File: src/rtl/util_delay_pipe.sv
// Fixed-latency data/valid delay line with stall and flush.
// DELAY = 0 gives a combinational pass-through.
module util_delay_pipe #(
  parameter int unsigned        WIDTH = 32,
  parameter int unsigned        DELAY = 2,
  parameter logic [WIDTH-1:0]   RESET = WIDTH'(0),
  localparam int unsigned       CW    = (DELAY == 0) ? 1 : $clog2(DELAY + 1)
) (
  input  logic             clk,
  input  logic             reset,
  input  logic             stall,
  input  logic             flush,
  input  logic             in_valid,
  input  logic [WIDTH-1:0] in,
  output logic             out_valid,
  output logic [WIDTH-1:0] out,
  output logic [CW-1:0]    count
);

  if (DELAY == 0) begin : g_bypass
    // Control inputs have no effect without storage; fold them away explicitly.
    logic unused_ctrl;
    assign unused_ctrl = ^{clk, reset, stall, flush};

    assign out       = in;
    assign out_valid = in_valid;
    assign count     = '0;
  end else begin : g_pipe
    // Index 0 is stage 1 (entry), index DELAY-1 is the output stage.
    logic [DELAY-1:0][WIDTH-1:0] d;
    logic [DELAY-1:0]            v;
    logic [CW-1:0]               cnt;

    // Priority: reset > flush > stall > shift.
    always_ff @(posedge clk) begin
      if (reset || flush) begin
        for (int k = 0; k < DELAY; k++) begin
          d[k] <= RESET;
          v[k] <= 1'b0;
        end
      end else if (!stall) begin
        d[0] <= in;
        v[0] <= in_valid;
        for (int k = 1; k < DELAY; k++) begin
          d[k] <= d[k-1];
          v[k] <= v[k-1];
        end
      end
    end

    // Occupancy: popcount of the valid bits; CW always fits DELAY.
    always_comb begin
      cnt = '0;
      for (int k = 0; k < DELAY; k++) begin
        cnt = cnt + CW'(v[k]);
      end
    end

    assign out       = d[DELAY-1];
    assign out_valid = v[DELAY-1];
    assign count     = cnt;
  end

endmodule

File: config.mk
export PLATFORM = sky130hd
export DESIGN_NAME = util_delay_pipe
export DESIGN_NICKNAME = d
export VERILOG_FILES = /design/src/rtl/util_delay_pipe.sv
export SDC_FILE = /design/constraint.sdc
export NUM_CORES = 1
export LEC_CHECK = 0
export BUFFER_PORTS_ARGS = -buffer_cell sky130_fd_sc_hd__buf_2
export CAP_MARGIN = 20
export CORE_MARGIN = 4
export CORE_UTILIZATION = 45
export CTS_BUF_LIST = sky130_fd_sc_hd__clkbuf_4 sky130_fd_sc_hd__clkbuf_8
export CTS_CLUSTER_SIZE = 40
export DETAILED_ROUTE_END_ITERATION = 6
export MAX_ROUTING_LAYER = met4
export PLACE_DENSITY = 0.78
export SKIP_CTS_REPAIR_TIMING = 1
export SYNTH_ARGS = -nofsm -noshare
export SYNTH_HDL_FRONTEND = slang
export SYNTH_SLANG_ARGS = --single-unit
File: constraint.sdc
create_clock -name clk -period 0.8 [get_ports clk]
set_input_delay 0.04 -clock clk [delete_from_list [all_inputs] [get_ports clk]]
set_output_delay 0.04 -clock clk [all_outputs]
set_load 0.05 [all_outputs]
==> impl_metrics.env, run 1 <==
export IMPL_instances_no_fill=402
export IMPL_grt_max_degree=39
export IMPL_critPathRequiredTime_ns=0.76
export IMPL_cts_root_buf="clkbuf_8"
export IMPL_yosysWarnings=0
export IMPL_avgSynthCellArea_um2=10.8
export IMPL_syn_area_mm2=0.00268
export IMPL_netSwitchingFraction=0.226
export IMPL_pwr_share_comb=0.100
export IMPL_stdcell_area_mm2=0.00375
export IMPL_setup_viol=36
export IMPL_r2r_start="g_pipe.v[1]"
export IMPL_die_area_mm2=0.00725
export IMPL_cts_buffers=9
export IMPL_finalSetupTns_ns=-2.59
export IMPL_period_needed_ns=1.12
export IMPL_arrival_ns=1.08
export IMPL_drc_errors=0
export IMPL_port_buffers=71
export IMPL_status="finished with violations"
export IMPL_postPlaceCellArea_mm2=0.00282
export IMPL_n_antenna_cell=0
export IMPL_holdPathEnd="g_pipe.d[7]"
export IMPL_fillers=409
export IMPL_hold_viol=0
export IMPL_ys_ff_latch=66
export IMPL_wl_mm=5.20
export IMPL_startpoint_type="flop"
export IMPL_final_setup_skew_ns=0.00609
export IMPL_place_detailed_hpwl_mm=3.00
export IMPL_synth_cell_types=9
export IMPL_initial_core_util=0.475
export IMPL_rsz0062_at_grt="yes"
export IMPL_end_kind="output pin"
export IMPL_worstPathMaxFanout=2
export IMPL_power_internal_w=0.00533
export IMPL_vdd_ir_drop_max_mv=1.12
export IMPL_hold_start="stall"
export IMPL_die_w_um=85.2
export IMPL_ff2ff_setup_slack_ns=0
export IMPL_worst_pin_slew_ns=0.244
export IMPL_slew_viol_final=0
export IMPL_fmax_ghz=0.893
export IMPL_whs_ns=0.131
export IMPL_p_switching_w=0.00156
export IMPL_vias_per_cell=4.55
export IMPL_antenna_found_initial=0
export IMPL_drt_first_pass_iters=4
export IMPL_mappedNetlistNets=285
export IMPL_core_mm2=0.00564
export IMPL_syn_inst=247
export IMPL_relSlewSlack=0.837
export IMPL_clock_sinks=66
export IMPL_areaGrowthSynthToFinish_pct=39.9
export IMPL_insertion_delay_ns=0.33
export IMPL_p_per_area_mw_per_mm2=1840
export IMPL_grt_usage=0.126
export IMPL_grt_pass1_wl_mm=7.00
export IMPL_yosysSeqAreaShare=0.493
export IMPL_path_clk_slew_ns=0.07
export IMPL_clockBufferDepth=2
export IMPL_worstSetupPathType="flop to output pin"
export IMPL_tritoncts="built"
export IMPL_drtIter0Drc=41
export IMPL_rows=27
export IMPL_rr_worst_depth=3
export IMPL_dpl_cell_count=350
export IMPL_cts_max_level=3
export IMPL_period_share=1.40
export IMPL_seq_power_share=0.492
export IMPL_vias=1829
export IMPL_leakage_nw=1.72
export IMPL_setup_ws_ns=-0.320
export IMPL_drive_above_1_share=0.403
export IMPL_pwr_share_clk=0.408
export IMPL_wl_per_cell_um=12.9
export IMPL_place_congestion=0.645
export IMPL_grt_pass1_vias=1668
export IMPL_r2r_end="g_pipe.v[1]"
export IMPL_hold_depth=4
export IMPL_hold_path_class="input pin to flop"
export IMPL_gr_total_overflow=0
export IMPL_antenna_left=0
export IMPL_die_h_um=85.2
export IMPL_cap_violations=0
export IMPL_final_nets=363
export IMPL_pin_count=72
export IMPL_violations="negative setup slack"
## cell usage after synthesis (all sizes together)
| cell type | number | area share |
|---|---|---|
| buf | 45 | 0.16 |
| clkbuf | 2 | 0.0028 |
| dfxtp | 66 | 0.49 |
| ha | 1 | 0.0047 |
| mux2i | 66 | 0.25 |
| nor2 | 66 | 0.092 |
| or2 | 1 | 0.0023 |
## per-stage QoR
| step | total power, W | utilization | setup WS, ns |
|---|---|---|---|
| 2_1_floorplan | 0.00390 | - | 0.00230 |
| 3_3_place_gp | 0.00397 | 0.499 | -0.0594 |
| 3_5_place_dp | 0.00399 | 0.499 | -0.0991 |
| 4_1_cts | 0.00677 | 0.535 | -0.435 |
| 5_1_grt | 0.00719 | 0.664 | -0.361 |
| 6_report | 0.00689 | 0.664 | -0.320 |
## critical path, stage by stage (launching register included)
cell	delay (ns)
dfxtp_4	0.35
ha_4	0.27
buf_8	0.14
## layout by cell type (no fill, tap or decap)
master / instances
dfxtp_1: 32
clkinvlp_4: 1
buf_4: 7
dlygate4sd3_1: 33
clkbuf_8: 11
bufinv_16: 1
buf_8: 31
buf_12: 4
clkinv_2: 3
ha_4: 1
buf_6: 4
dfxtp_2: 33
mux2i_1: 66
or2_2: 1
nor2_1: 66
buf_2: 35
dfxtp_4: 1
## flip-flops by register name, indices dropped and copies added, names as in the netlist
| register | flops |
|---|---|
| g_pipe.d | 32 |
| out | 32 |
| g_pipe.v | 2 |
## worst max-delay path by stage
stage	start	slack [ns]	to	depth (start not counted)
2_1_floorplan	g_pipe.v[1]	0.002	count[0]	1
3_3_place_gp	g_pipe.v[1]	-0.06	count[0]	2
3_5_place_dp	flush	-0.1	g_pipe.v[1]	4
4_1_cts	g_pipe.v[0]	-0.44	count[0]	2
5_1_grt	g_pipe.v[1]	-0.36	count[0]	2
6_report	g_pipe.v[1]	-0.32	count[0]	2
## cell families (layout without fill, tap and decap cells)
family / after synthesis / in the layout / share of synthesized area
fa+ha+maj: 1 / 1 / 0.00467
flops: 66 / 66 / 0.493
buf+inv: 47 / 130 / 0.161
mux: 66 / 66 / 0.247
simple gates: 67 / 67 / 0.0948
## final cells by class
| class | instances | area [um2] | share of cell area |
|---|---|---|---|
| well taps | 72 | 90.1 | 0.0240 |
| repair buffers | 114 | 1150 | 0.306 |
| clock inverters | 5 | 52.6 | 0.0140 |
| multi-input cells | 134 | 940 | 0.251 |
| clock buffers | 11 | 151 | 0.0404 |
| flip-flops and latches | 66 | 1370 | 0.364 |
## power groups by stage
stage | sequential [W] | clock, W | combinational, W
6_report | 0.00339 | 0.00281 | 0.000692
5_1_grt | 0.00340 | 0.00305 | 0.000746
4_1_cts | 0.00338 | 0.00286 | 0.000531
3_5_place_dp | 0.00346 | 0 | 0.000531
3_3_place_gp | 0.00345 | 0 | 0.000520
2_1_floorplan | 0.00345 | 0 | 0.000449
## routing by layer
layer  vias up  GRT usage  share of wire
met5         -          -              0
met4         0     0.0691          0.033
met3        17     0.0369          0.049
met2        52      0.206           0.52
met1       831      0.136           0.40
li1        929          -              -
No activity file was read; power rests on OpenSTA's default activity.
==> inputs of run 2 (changes only) <==
- BUFFER_PORTS_ARGS: -buffer_cell sky130_fd_sc_hd__buf_2 -> unset
- CELL_PAD_IN_SITES_DETAIL_PLACEMENT: unset -> 1
- CELL_PAD_IN_SITES_GLOBAL_PLACEMENT: unset -> 1
- DONT_BUFFER_PORTS: unset -> 1
- MAX_ROUTING_LAYER: met4 -> unset
- PLACE_DENSITY: 0.78 -> 0.82
==> impl_metrics.env, run 2 (synthesis gave the netlist of run 1 again) <==
export IMPL_insertion_delay_ns=0.32
export IMPL_die_area_mm2=0.00725
export IMPL_n_antenna_cell=0
export IMPL_cts_max_level=3
export IMPL_violations="negative hold slack, negative setup slack"
export IMPL_tritoncts="built"
export IMPL_place_detailed_hpwl_mm=3.25
export IMPL_slew_viol_final=0
export IMPL_holdPathEnd="out[8]"
export IMPL_die_w_um=85.2
export IMPL_rows=27
export IMPL_path_cells="ha_4"
export IMPL_drtIter0Drc=50
export IMPL_initial_core_util=0.475
export IMPL_vias_per_cell=4.73
export IMPL_place_congestion=0.651
export IMPL_fmax_ghz=0.940
export IMPL_worstPathMaxFanout=3
export IMPL_port_buffers=0
export IMPL_hold_depth=2
export IMPL_cts_buffers=9
export IMPL_period_share=1.33
export IMPL_antenna_left=0
export IMPL_rr_worst_depth=3
export IMPL_vdd_ir_drop_max_mv=1.07
export IMPL_setup_ws_ns=-0.264
export IMPL_grt_usage=0.137
export IMPL_period_needed_ns=1.06
export IMPL_cts_root_buf="clkbuf_8"
export IMPL_antenna_found_initial=0
export IMPL_finalPower_w=0.00662
export IMPL_cp_depth=1
export IMPL_gr_total_overflow=0
export IMPL_critPathRequiredTime_ns=0.76
export IMPL_relSlewSlack=0.872
export IMPL_cp_buffers_inverters=0
export IMPL_startpoint_type="flop"
export IMPL_whs_ns=-0.118
export IMPL_end_kind="output pin"
export IMPL_grt_pass1_wl_mm=7.87
export IMPL_rsz0062_at_grt="yes"
export IMPL_clockBufferDepth=2
export IMPL_final_nets=320
export IMPL_wl_mm=5.55
export IMPL_areaGrowthSynthToFinish_pct=29.0
export IMPL_cap_violations=0
export IMPL_pin_count=72
export IMPL_final_cell_mix="mux2i_1 (66), nor2_1 (66), dfxtp_2 (33), dlygate4sd3_1 (33), dfxtp_1 (32)"
export IMPL_critPathTopFamily="flip-flops"
export IMPL_drc_errors=0
export IMPL_setup_viol=35
export IMPL_clock_sinks=66
export IMPL_drt_first_pass_iters=4
export IMPL_leakage_nw=1.52
export IMPL_grt_max_degree=67
export IMPL_worst_pin_slew_ns=0.187
export IMPL_path_clk_slew_ns=0.07
export IMPL_hold_start="stall"
export IMPL_hold_viol=66
export IMPL_cp_slowest_cell="dfxtp_4"
export IMPL_grt_pass1_vias=1643
export IMPL_wl_per_cell_um=15.4
export IMPL_post_place_ws_ns=-0.0114
export IMPL_cp_slowest_stage_delay_ns=0.36
export IMPL_drive_above_1_share=0.314
export IMPL_vias=1698
export IMPL_core_mm2=0.00564
export IMPL_worstSetupPathType="flop to output pin"
export IMPL_p_per_area_mw_per_mm2=1920
export IMPL_status="finished with violations"
export IMPL_die_h_um=85.2
export IMPL_r2r_end="out[25]"
export IMPL_ff2ff_setup_slack_ns=0.02
export IMPL_arrival_ns=1.02
export IMPL_hold_path_class="input pin to flop"
export IMPL_r2r_start="out[25]"
export IMPL_final_setup_skew_ns=0.00697
run 2: cell types whose count changed in the layout (fill, tap and decap cells not counted), sizes merged:
cell,change
buf,-43
clkbuf,+4
clkinv,-2
bufinv,-1
clkinvlp,-1
run 2: stage by stage:
stage / utilization / cells / setup TNS, ns / area (um2) / hold WS, ns
detailed placement: 0.468 / 307 / -0.0114 / 2640 / 0.195
finish: 0.613 / 359 / -2.17 / 3460 / -0.118
floorplan: - / 247 / 0 / 2700 / 0.184
CTS: 0.505 / 323 / -4.39 / 2850 / -0.150
global placement: 0.468 / 307 / 0 / 2640 / 0.185
global route: 0.613 / 359 / -3.77 / 3460 / -0.154
run 2: worst max path at each step:
stage,startpoint,end,slack [ns]
floorplan,g_pipe.v[1],count[0],0.002
global placement,flush,out[13],0.07
detailed placement,flush,g_pipe.d[20],-0.01
CTS,g_pipe.v[1],count[0],-0.29
global route,g_pipe.v[1],count[0],-0.30
finish,g_pipe.v[1],count[0],-0.26
run 2: layout make-up:
type / instances / area (um2)
clock inverter: 1 / 5.00
sequential: 66 / 1370
tap: 72 / 90.1
clock buffer: 15 / 200
multi-input combinational: 134 / 940
fill: 548 / 2190
timing repair buffer: 71 / 855
run 2: per-layer routing:
layer	share of wire	wire length [um]	GRT usage	vias up
li1	-	-	-	843
met1	0.39	2150	0.151	802
met2	0.55	3050	0.230	48
met3	0.053	294	0.0553	5
met4	0.0081	45	0.0604	0
met5	0	0	0	-
run 2: power breakdown:
group / switching (W) / internal (W) / leakage [nW]
clock: 0.00114 / 0.00158 / 0.109
sequential: 0.0000421 / 0.00335 / 0.553
combinational: 0.000205 / 0.000298 / 0.861
total: 0.00139 / 0.00523 / 1.52
run 2: worst reg2reg max path: stages (launching register included):
cell and delay (ns):
dfxtp_2 0.33, buf_4 0.13, mux2i_1 0.16, nor2_1 0.06
